<file path="src/rtl/sim_trace_monitor_if.sv">
`default_nettype none
// ============================================================================
// Module      : sim_trace_monitor_if
// Description : Probe, control-state and trace read-port bundle between the
//               core under observation and sim_trace_monitor.
// Revision    : 1.0 - initial release
// ============================================================================
interface sim_trace_monitor_if #(
  parameter int WIDTH   = 64,
  parameter int NCH     = 8,
  parameter int STATE_W = 5,
  parameter int CNT_W   = 16
);
  localparam int c_sel_w   = (NCH > 1) ? $clog2(NCH) : 1;
  localparam int c_entry_w = CNT_W + STATE_W + WIDTH;

  logic [STATE_W-1:0]   state_i;
  logic [NCH*WIDTH-1:0] probe_i;
  logic [c_sel_w-1:0]   sel_ch_i;
  logic                 rd_en_i;
  logic [c_entry_w-1:0] rd_data_o;
  logic                 rd_valid_o;
  logic                 empty_o;
  logic                 full_o;
  logic                 overflow_o;
  logic                 done_o;
  logic                 hang_o;
  logic [CNT_W-1:0]     cycle_o;

  // Driver side: the core / bench feeding probes and reading the trace
  modport master (
    output state_i, probe_i, sel_ch_i, rd_en_i,
    input  rd_data_o, rd_valid_o, empty_o, full_o, overflow_o, done_o, hang_o, cycle_o
  );

  // Monitor side
  modport slave (
    input  state_i, probe_i, sel_ch_i, rd_en_i,
    output rd_data_o, rd_valid_o, empty_o, full_o, overflow_o, done_o, hang_o, cycle_o
  );
endinterface
`default_nettype wire

</file>
<file path="src/rtl/sim_trace_monitor.sv">
`default_nettype none
// ============================================================================
// Module      : sim_trace_monitor
// Description : Run-length counter, hang detector and state-change trace
//               buffer for the multicycle core. Each control-state change
//               logs {timestamp, state, selected probe} into a FIFO that is
//               drained through a registered read port.
// Revision    : 1.0 - initial release
// ============================================================================
module sim_trace_monitor #(
  parameter int WIDTH      = 64,
  parameter int NCH        = 8,
  parameter int STATE_W    = 5,
  parameter int DEPTH      = 16,
  parameter int CNT_W      = 16,
  parameter int MAX_CYCLES = 128,
  parameter int HANG_LIMIT = 32,
  parameter int MODE       = 0
) (
  input wire logic          clk,
  input wire logic          reset,
  sim_trace_monitor_if.slave mon
);
  localparam int c_sel_w   = (NCH > 1) ? $clog2(NCH) : 1;
  localparam int c_ptr_w   = $clog2(DEPTH);
  localparam int c_occ_w   = c_ptr_w + 1;
  localparam int c_stb_w   = $clog2(HANG_LIMIT + 1);
  localparam int c_entry_w = CNT_W + STATE_W + WIDTH;

  localparam logic [CNT_W-1:0]   c_last_cycle = CNT_W'(MAX_CYCLES - 1);
  localparam logic [c_stb_w-1:0] c_hang_lim   = c_stb_w'(HANG_LIMIT);
  localparam logic [c_occ_w-1:0] c_depth      = c_occ_w'(DEPTH);

  logic [CNT_W-1:0]     cycle_q, cycle_d;
  logic                 done_q, done_d;
  logic [STATE_W-1:0]   prev_state_q;
  logic                 prev_valid_q;
  logic [c_stb_w-1:0]   stable_q, stable_d;
  logic                 hang_q, hang_d;

  logic [c_entry_w-1:0] mem_q [DEPTH];
  logic [c_ptr_w-1:0]   wr_ptr_q, wr_ptr_d;
  logic [c_ptr_w-1:0]   rd_ptr_q, rd_ptr_d;
  logic [c_occ_w-1:0]   occ_q, occ_d;
  logic                 full_q, full_d;
  logic                 empty_q, empty_d;
  logic                 ovf_q, ovf_d;
  logic [c_entry_w-1:0] rd_data_q, rd_data_d;
  logic                 rd_valid_q, rd_valid_d;

  logic [WIDTH-1:0]     w_probe;
  logic                 w_push;
  logic                 w_pop;
  logic                 w_wr;

  // Probe channel mux; selections with no matching channel capture zero
  always_comb begin
    w_probe = '0;
    for (int k = 0; k < NCH; k++) begin
      if (mon.sel_ch_i == c_sel_w'(k)) w_probe = mon.probe_i[k*WIDTH +: WIDTH];
    end
  end

  // Run length, capture decision and hang detection; all frozen once done
  always_comb begin
    cycle_d  = cycle_q;
    done_d   = done_q;
    stable_d = stable_q;
    hang_d   = hang_q;
    w_push   = 1'b0;
    if (!done_q) begin
      w_push = !prev_valid_q || (mon.state_i != prev_state_q);
      if (cycle_q == c_last_cycle) done_d = 1'b1;
      else                         cycle_d = cycle_q + 1'b1;
      if (w_push)                       stable_d = '0;
      else if (stable_q != c_hang_lim)  stable_d = stable_q + 1'b1;
      if (stable_d == c_hang_lim) hang_d = 1'b1;
    end
  end

  // Trace FIFO bookkeeping; a pop frees a slot before the push is judged
  always_comb begin
    wr_ptr_d   = wr_ptr_q;
    rd_ptr_d   = rd_ptr_q;
    occ_d      = occ_q;
    ovf_d      = ovf_q;
    rd_data_d  = rd_data_q;
    rd_valid_d = 1'b0;
    w_wr       = 1'b0;
    w_pop      = mon.rd_en_i && !empty_q;
    if (w_pop) begin
      rd_data_d  = mem_q[rd_ptr_q];
      rd_valid_d = 1'b1;
      rd_ptr_d   = rd_ptr_q + 1'b1;
    end
    if (w_push) begin
      if (w_pop || !full_q) begin
        w_wr     = 1'b1;
        wr_ptr_d = wr_ptr_q + 1'b1;
        if (!w_pop) occ_d = occ_q + 1'b1;
      end else begin
        ovf_d = 1'b1;
        // Circular mode: the write slot is the oldest entry, so both pointers advance
        if (MODE != 0) begin
          w_wr     = 1'b1;
          wr_ptr_d = wr_ptr_q + 1'b1;
          rd_ptr_d = rd_ptr_q + 1'b1;
        end
      end
    end else if (w_pop) begin
      occ_d = occ_q - 1'b1;
    end
    full_d  = (occ_d == c_depth);
    empty_d = (occ_d == '0);
  end

  // State register for counters, flags, pointers and the read port
  always_ff @(posedge clk) begin
    if (reset) begin
      cycle_q      <= '0;
      done_q       <= 1'b0;
      prev_state_q <= '0;
      prev_valid_q <= 1'b0;
      stable_q     <= '0;
      hang_q       <= 1'b0;
      wr_ptr_q     <= '0;
      rd_ptr_q     <= '0;
      occ_q        <= '0;
      full_q       <= 1'b0;
      empty_q      <= 1'b1;
      ovf_q        <= 1'b0;
      rd_data_q    <= '0;
      rd_valid_q   <= 1'b0;
    end else begin
      cycle_q      <= cycle_d;
      done_q       <= done_d;
      prev_state_q <= mon.state_i;
      prev_valid_q <= 1'b1;
      stable_q     <= stable_d;
      hang_q       <= hang_d;
      wr_ptr_q     <= wr_ptr_d;
      rd_ptr_q     <= rd_ptr_d;
      occ_q        <= occ_d;
      full_q       <= full_d;
      empty_q      <= empty_d;
      ovf_q        <= ovf_d;
      rd_data_q    <= rd_data_d;
      rd_valid_q   <= rd_valid_d;
    end
  end

  // Trace storage, left unreset so it can map onto block/distributed RAM
  always_ff @(posedge clk) begin
    if (!reset && w_wr) mem_q[wr_ptr_q] <= {cycle_q, mon.state_i, w_probe};
  end

  assign mon.rd_data_o  = rd_data_q;
  assign mon.rd_valid_o = rd_valid_q;
  assign mon.empty_o    = empty_q;
  assign mon.full_o     = full_q;
  assign mon.overflow_o = ovf_q;
  assign mon.done_o     = done_q;
  assign mon.hang_o     = hang_q;
  assign mon.cycle_o    = cycle_q;
endmodule
`default_nettype wire

</file>
<file path="src/flat_wrapper.sv">
// flat-port wrapper written by rule: the top's interface ports become plain ports
module sim_trace_monitor_flat 
#(
  parameter int WIDTH      = 64,
  parameter int NCH        = 8,
  parameter int STATE_W    = 5,
  parameter int DEPTH      = 16,
  parameter int CNT_W      = 16,
  parameter int MAX_CYCLES = 128,
  parameter int HANG_LIMIT = 32,
  parameter int MODE       = 0
)
  (clk, reset, mon_state_i, mon_probe_i, mon_sel_ch_i, mon_rd_en_i, mon_rd_data_o, mon_rd_valid_o, mon_empty_o, mon_full_o, mon_overflow_o, mon_done_o, mon_hang_o, mon_cycle_o);
  sim_trace_monitor_if #(.WIDTH(WIDTH), .NCH(NCH), .STATE_W(STATE_W), .CNT_W(CNT_W)) mon_i ();
  input wire logic clk;
  input wire logic reset;
  input wire logic [$bits(mon_i.state_i)-1:0] mon_state_i;
  input wire logic [$bits(mon_i.probe_i)-1:0] mon_probe_i;
  input wire logic [$bits(mon_i.sel_ch_i)-1:0] mon_sel_ch_i;
  input wire logic [$bits(mon_i.rd_en_i)-1:0] mon_rd_en_i;
  output wire logic [$bits(mon_i.rd_data_o)-1:0] mon_rd_data_o;
  output wire logic [$bits(mon_i.rd_valid_o)-1:0] mon_rd_valid_o;
  output wire logic [$bits(mon_i.empty_o)-1:0] mon_empty_o;
  output wire logic [$bits(mon_i.full_o)-1:0] mon_full_o;
  output wire logic [$bits(mon_i.overflow_o)-1:0] mon_overflow_o;
  output wire logic [$bits(mon_i.done_o)-1:0] mon_done_o;
  output wire logic [$bits(mon_i.hang_o)-1:0] mon_hang_o;
  output wire logic [$bits(mon_i.cycle_o)-1:0] mon_cycle_o;
  assign mon_i.state_i = mon_state_i;
  assign mon_i.probe_i = mon_probe_i;
  assign mon_i.sel_ch_i = mon_sel_ch_i;
  assign mon_i.rd_en_i = mon_rd_en_i;
  assign mon_rd_data_o = mon_i.rd_data_o;
  assign mon_rd_valid_o = mon_i.rd_valid_o;
  assign mon_empty_o = mon_i.empty_o;
  assign mon_full_o = mon_i.full_o;
  assign mon_overflow_o = mon_i.overflow_o;
  assign mon_done_o = mon_i.done_o;
  assign mon_hang_o = mon_i.hang_o;
  assign mon_cycle_o = mon_i.cycle_o;
  sim_trace_monitor #(.WIDTH(WIDTH), .NCH(NCH), .STATE_W(STATE_W), .DEPTH(DEPTH), .CNT_W(CNT_W), .MAX_CYCLES(MAX_CYCLES), .HANG_LIMIT(HANG_LIMIT), .MODE(MODE)) u_core (.clk(clk), .reset(reset), .mon(mon_i));
endmodule
</file>
<file path="config.mk">
export PLATFORM = sky130hd
export DESIGN_NAME = sim_trace_monitor_flat
export DESIGN_NICKNAME = d
export VERILOG_FILES = /design/src/rtl/sim_trace_monitor_if.sv /design/src/rtl/sim_trace_monitor.sv /design/src/flat_wrapper.sv
export SDC_FILE = /design/constraint.sdc
export NUM_CORES = 2
export LEC_CHECK = 0
export CAP_MARGIN = 20
export CORE_ASPECT_RATIO = 0.75
export CORE_MARGIN = 1
export CORE_UTILIZATION = 30
export DETAILED_ROUTE_END_ITERATION = 10
export PLACE_DENSITY_LB_ADDON = 0.1
export SYNTH_ARGS = -nofsm -noshare
export SYNTH_HDL_FRONTEND = slang
export SYNTH_SLANG_ARGS = --single-unit
</file>
<file path="constraint.sdc">
create_clock -name clk -period 8 [get_ports clk]
set_clock_uncertainty 0.2 [all_clocks]
set_input_delay 1.6 -clock clk [delete_from_list [all_inputs] [get_ports clk]]
set_output_delay 1.6 -clock clk [all_outputs]
set_load 0.05 [all_outputs]
</file>
# After elaboration in Yosys (flattened, before gate mapping)
# Memories as Yosys holds them, arrays and structs flattened. A register that Yosys moved wholly into a read port is not among the register bits.
# Cells that the tools add are included.
# Widths: inputs -> output; s select.
# word_totals
regBits	47
out_inout_bits	107
input_bits	523
ram_bits	1360
wordCells	73
n_memories	1
# mem_list
memory	depth	width	read_ports	rd_clocked_by_memory_dff	wr	line_no	source
u_core.mem_q	16	85	1	1	1	sim_trace_monitor.sv:41	logic [c_entry_w-1:0] mem_q [DEPTH];
# op_classes
mux	24
bitwise	3
n_reduce_logical	14
n_eq_ne	12
n_addsub	6
# ops
operator	count
$mux 64	8
$mux 5	4
$mux 6	3
$add 16x1->16 const B	1
$eq 16x7->1 const B	1
$eq 3x3->1 const B	4
$mux 1	9
$add 4x1->4 const B	2
$reduce_and 2->1	4
$add 6x1->6 const B	1
$eq 3x2->1 const B	2
$eq 6x6->1 const B	1
$ne 6x6->1 const B	1
$add 5x1->5 const B	1
$eq 5x5->1 const B	1
$logic_not 5->1	1
$ne 5x5->1	1
$sub 5x1->5 const B	1
$logic_not 1->1	4
$eq 3x1->1 const B	1
$logic_not 3->1	1
$not 1->1	3
$logic_and 1x1->1	2
$logic_or 1x1->1	2

# Logic depth before layout (Yosys ltp)
# logic_depth
ltp_word	9
depth_mapped	9
depth_no_buf	7

# Worst setup path before layout
# OpenSTA, ideal clock, no wires.
# synth_timing
path_kind	input to register
start	input mon_rd_en_i
end	memory u_core.mem_q[7][0] (netlist bit) (enable)
setup_ns	0.529
path_slack_ns	1.049
arrival_time_ns	6.221
required_time_ns	7.271
path_stages	6
path_buffers	1
path_cell_list	nand2b_1 -> clkbuf_1 -> and2_1 -> a211oi_2 -> nand2_1 -> nor2_1
# synth_between
elab_chain_len	7
# synth_rtl
element	line_no	source
from (decl)	flat_wrapper.sv:20	input wire logic [$bits(mon_i.rd_en_i)-1:0] mon_rd_en_i;
$logic_and 1x1->1	sim_trace_monitor.sv:90	w_pop = mon.rd_en_i && !empty_q;
$logic_or 1x1->1	sim_trace_monitor.sv:97	if (w_pop || !full_q) begin
$mux 1	sim_trace_monitor.sv:97	
$mux 1	sim_trace_monitor.sv:96	if (w_push) begin
$logic_and 1x1->1	sim_trace_monitor.sv:154	if (!reset && w_wr) mem_q[wr_ptr_q] <= {cycle_q, mon.state_i, w_probe};
$mux 1	sim_trace_monitor.sv:154	
$mux 1 (not written as such)	sim_trace_monitor.sv:154	
to (decl)	sim_trace_monitor.sv:41	
# Every way passes these cells.

# Worst setup path after layout
# layout_timing
start	input mon_state_i[1]
end	memory u_core.mem_q[3][5] (netlist bit) (enable)
# layout_between
elab_chain_len	7
# layout_rtl
element	line_no	source
from (decl)	flat_wrapper.sv:17	input wire logic [$bits(mon_i.state_i)-1:0] mon_state_i;
$ne 5x5->1	sim_trace_monitor.sv:72	w_push = !prev_valid_q || (mon.state_i != prev_state_q);
$logic_or 1x1->1	sim_trace_monitor.sv:72	
$mux 1	sim_trace_monitor.sv:71	if (!done_q) begin
$mux 1	sim_trace_monitor.sv:96	
$logic_and 1x1->1	sim_trace_monitor.sv:154	
$mux 1	sim_trace_monitor.sv:154	
$mux 1 (not written as such)	sim_trace_monitor.sv:154	
# Every way passes these cells.

==> flow_summary_export.csv <==
group,metric,value,unit
logic_synthesis,syn_nets,3659,
setup_path,path_delay_family,"simple AND/OR/NAND/NOR gates",
grt,grt_pass1_wl,268300,microns
hold_path,min-delay-start,"u_core.mon.rd_data_o[70]$_SDFFE_PP0P_",
power,p_per_area,246.6,nW/um^2
placed_design,gp_congestion,0.8494,
setup_path,worstRegToRegCells,6,
layout,fin_cells,6586,
logic_synthesis,synth_seq_area_share,72.23,%
timing,drv_slew,0,
timing,fin_ws,2759,ps
setup_path,rrSetupSlack,3850,ps
clocking,root_buffer,"clkbuf_16",
layout,synthToLayoutAreaGrowth,25.34,%
floorplanning,die_h,389.9,microns
timing,finalCritPeriodShare,65.51,%
clocking,cts.clk_slew.worst_paths,60,ps
route,dr.pass1.iters,5,
route,routed_via_density,4.973,
floorplanning,die_x,519.3,microns
grt,grt_overflow,0,
clocking,cts_sinks,1492,
setup_path,path_max_fanout,20,
clocking,cts_tree,"yes",
timing,setup_tns,0,ps
job,cap_violations,0,
floorplanning,die-area,202500,sq um
clocking,cts_setup_buffers,0,
logic_synthesis,synth.avg_cell_area,19.26,sq um
logic_synthesis,synth-async-reset-ratio,0,%
timing,rsz0062_at_grt,"false",
layout,nNetsFinal,4342,
route,post-route-drc-count,0,
logic_synthesis,synth_edf_count,1360,
layout,drive_above_1_share,21.57,%
logic_synthesis,ys_top_cells_by_area,"edfxtp_1 68%, mux4_2 17%, dfxtp_1 4.4%, nand2_1 1.8%, a21oi_1 1.3%",
setup_path,end_kind,"flip-flop",
floorplanning,ioPinCount,630,
timing,worstMarginPinSlew,1045,ps
timing,setup_violations,0,
hold_path,min_path_cells,2,
setup_path,crit_required,8230,ps
clocking,cts_made_buffers,156,
floorplanning,rows,141,
setup_path,worst-path-stages,7,
grt,antenna_found_initial,9,
logic_synthesis,synth_top_cell_area_share,67.84,%
layout,final_common_cell,"edfxtp_1",
grt,grt_usage,18.63,%
power,power,18.61,mW
placed_design,place_inst,6290,
setup_path,crit_type,"input port to flip-flop",
clocking,insertion_delay,780,ps
clocking,cts_htree_levels,4,
layout,final_core_util,38.09,%
hold_path,holdPathEnd,"u_core.mon.rd_data_o[70]$_SDFFE_PP0P_",
setup_path,critPathLaunchType,"input port",
logic_synthesis,synth_cell_type_count,51,
route,num_vias,32749,
setup_path,timing.rr.end,"u_core.mem_q[3][5]$_DFFE_PP_",
placed_design,pre_cts_ws,1849,ps
setup_path,path_cells,"clkdlybuf4s50_1 -> xnor2_1 -> and2_1 -> a211oi_2 -> nand2_1 -> nor2_4 -> buf_4",
timing,slew_headroom,30.35,%
floorplanning,start_util,30.39,%
timing,min_period,5241,ps
setup_path,worstPathArrival,5470,ps
power,peakVddDrop,0.0001738,V
setup_path,r2r-start,"u_core.mon.empty_o$_SDFF_PP1_",
clocking,cts_hold_buffers,0,
power,p_leak,23.54,nW
logic_synthesis,ys_warn_count,0,
route,drt-total-wl,189200,microns
layout,final_cell_mix,"1360 x edfxtp_1, 625 x clkdlybuf4s50_1, 448 x mux4_2",
placed_design,port_buffers,629,
hold_path,hold_class,"flip-flop to flip-flop",
clocking,clockBufferDepth,3,
route,drtIter0Drc,2754,
setup_path,critPathSlowestCell,"clkdlybuf4s50_1",
floorplanning,core,198100,sq um
logic_synthesis,synthFlopType,"edfxtp_1",
timing,fmax,190.8,MHz
setup_path,critPathMaxStageDelay,960,ps
route,routedWlPerCell,28.73,microns
setup_path,cp_num_buf_inv,2,
timing,final-hold-violation-count,0,
logic_synthesis,yosys_register_bits,1492,
grt,grt_pass1_vias,34240,
logic_synthesis,synth.largest_area_cell,"edfxtp_1",
route,ant_nets,0,
logic_synthesis,syn-cell-area,60200,sq um
logic_synthesis,synth_cells,3126,
status,outcome,"finished, final reports clean",
placed_design,post-dp-hpwl,118400,microns
clocking,cts-resized-gates,0,
grt,grt_max_degree,141,
## metrics by stage
step | hold WS, ps | area [sq um]
after global routing | 279.9 | 75450
after floorplan | 267.0 | 60200
after global placement | 246.3 | 70050
after detailed placement | 248.7 | 70120
after CTS | 257.9 | 75390
final | 254.0 | 75450
## layout make-up
class	instances	area (sq um)
clock inverters	64	758.2
repair buffers	727	7371
multi-input cells	1425	15970
fillers	18090	122700
flip-flops and latches	1492	43500
inverters	7	26.28
clock buffers	225	4519
diodes	1	2.502
well taps	2645	3309
## report_power, final
group          internal (mW)  total, mW  switching [mW]
Sequential              8.81       8.90          0.0902
Clock                   4.45       7.50            3.05
Combinational          0.975       2.21            1.23
Total                   14.2       18.6            4.38
## flip-flops by register name, indices dropped and copies added, names as in the netlist
register / count
u_core.mem_q: 1360
u_core.mon.rd_data_o: 85
u_core.mon.cycle_o: 16
u_core.stable_q: 6
u_core.occ_q: 5
u_core.prev_state_q: 5
u_core.rd_ptr_q: 4
u_core.wr_ptr_q: 4
u_core.mon.done_o: 1
u_core.mon.empty_o: 1
u_core.mon.full_o: 1
u_core.mon.hang_o: 1
u_core.mon.overflow_o: 1
u_core.mon.rd_valid_o: 1
u_core.prev_valid_q: 1
## cells by family (layout without fill, tap and decap cells)
family	count (synthesis)	count (layout)	share of synthesized area, %
flip-flops	1492	1492	72.23
multiplexers	554	554	18.60
AND/OR/NAND/NOR	485	485	3.380
AO/OA/AOI/OAI	346	346	3.600
buffers and inverters	209	1023	1.544
XOR/XNOR	30	30	0.4365
adder cells (fa/ha/maj)	10	10	0.2078
other	0	1	0
## cells in the mapped netlist, drive strengths merged, types with 2 or more instances
library cell,n
xor2,20
mux2i,68
and3,9
xnor2,10
buf,93
o221ai,26
mux2,38
dfxtp,132
nor3,3
o21ai,59
a21oi,157
a22o,42
nor4,2
or3,2
edfxtp,1360
nand3b,3
a22oi,17
o22ai,3
a31oi,3
nor2,117
o211ai,27
and2,6
nor2b,14
a221oi,5
clkbuf,109
nand2b,12
mux4,448
and4,3
nand4,5
nand3,10
nand2,294
nor4b,2
inv,7
ha,10
## worst reg2reg max path: stages, from the launching register on
cell and delay [ps]:
dfxtp_1 350, nand2b_4 390, and2_1 350, a211oi_2 690, nand2_1 460, nor2_4 880, buf_4 460
## worst max path at each step
stage                         from                        endpoint  slack [ps]
finish              mon_state_i[1]    u_core.mem_q[3][5]$_DFFE_PP_        2760
global route        mon_state_i[0]    u_core.mem_q[3][5]$_DFFE_PP_        2520
CTS                 mon_state_i[0]   u_core.mem_q[12][5]$_DFFE_PP_        2690
detailed placement  mon_state_i[0]   u_core.mem_q[12][3]$_DFFE_PP_        1850
global placement    mon_state_i[0]  u_core.mem_q[14][56]$_DFFE_PP_        1590
floorplan              mon_rd_en_i    u_core.mem_q[7][0]$_DFFE_PP_        1050
## metal layers
metal  global-route usage [%]  wire [microns]  part of all wire [%]  vias to the layer above
met1                    27.36           90450                    48                    17467
met3                    2.766            8157                   4.3                      193
met2                    29.07           87170                    46                      927
li1                         -               -                     -                    14158
met4                    4.241            3386                   1.8                        4
met5                        0              27                 0.014                        -
Note: power is estimated with default switching activity, not from simulation.
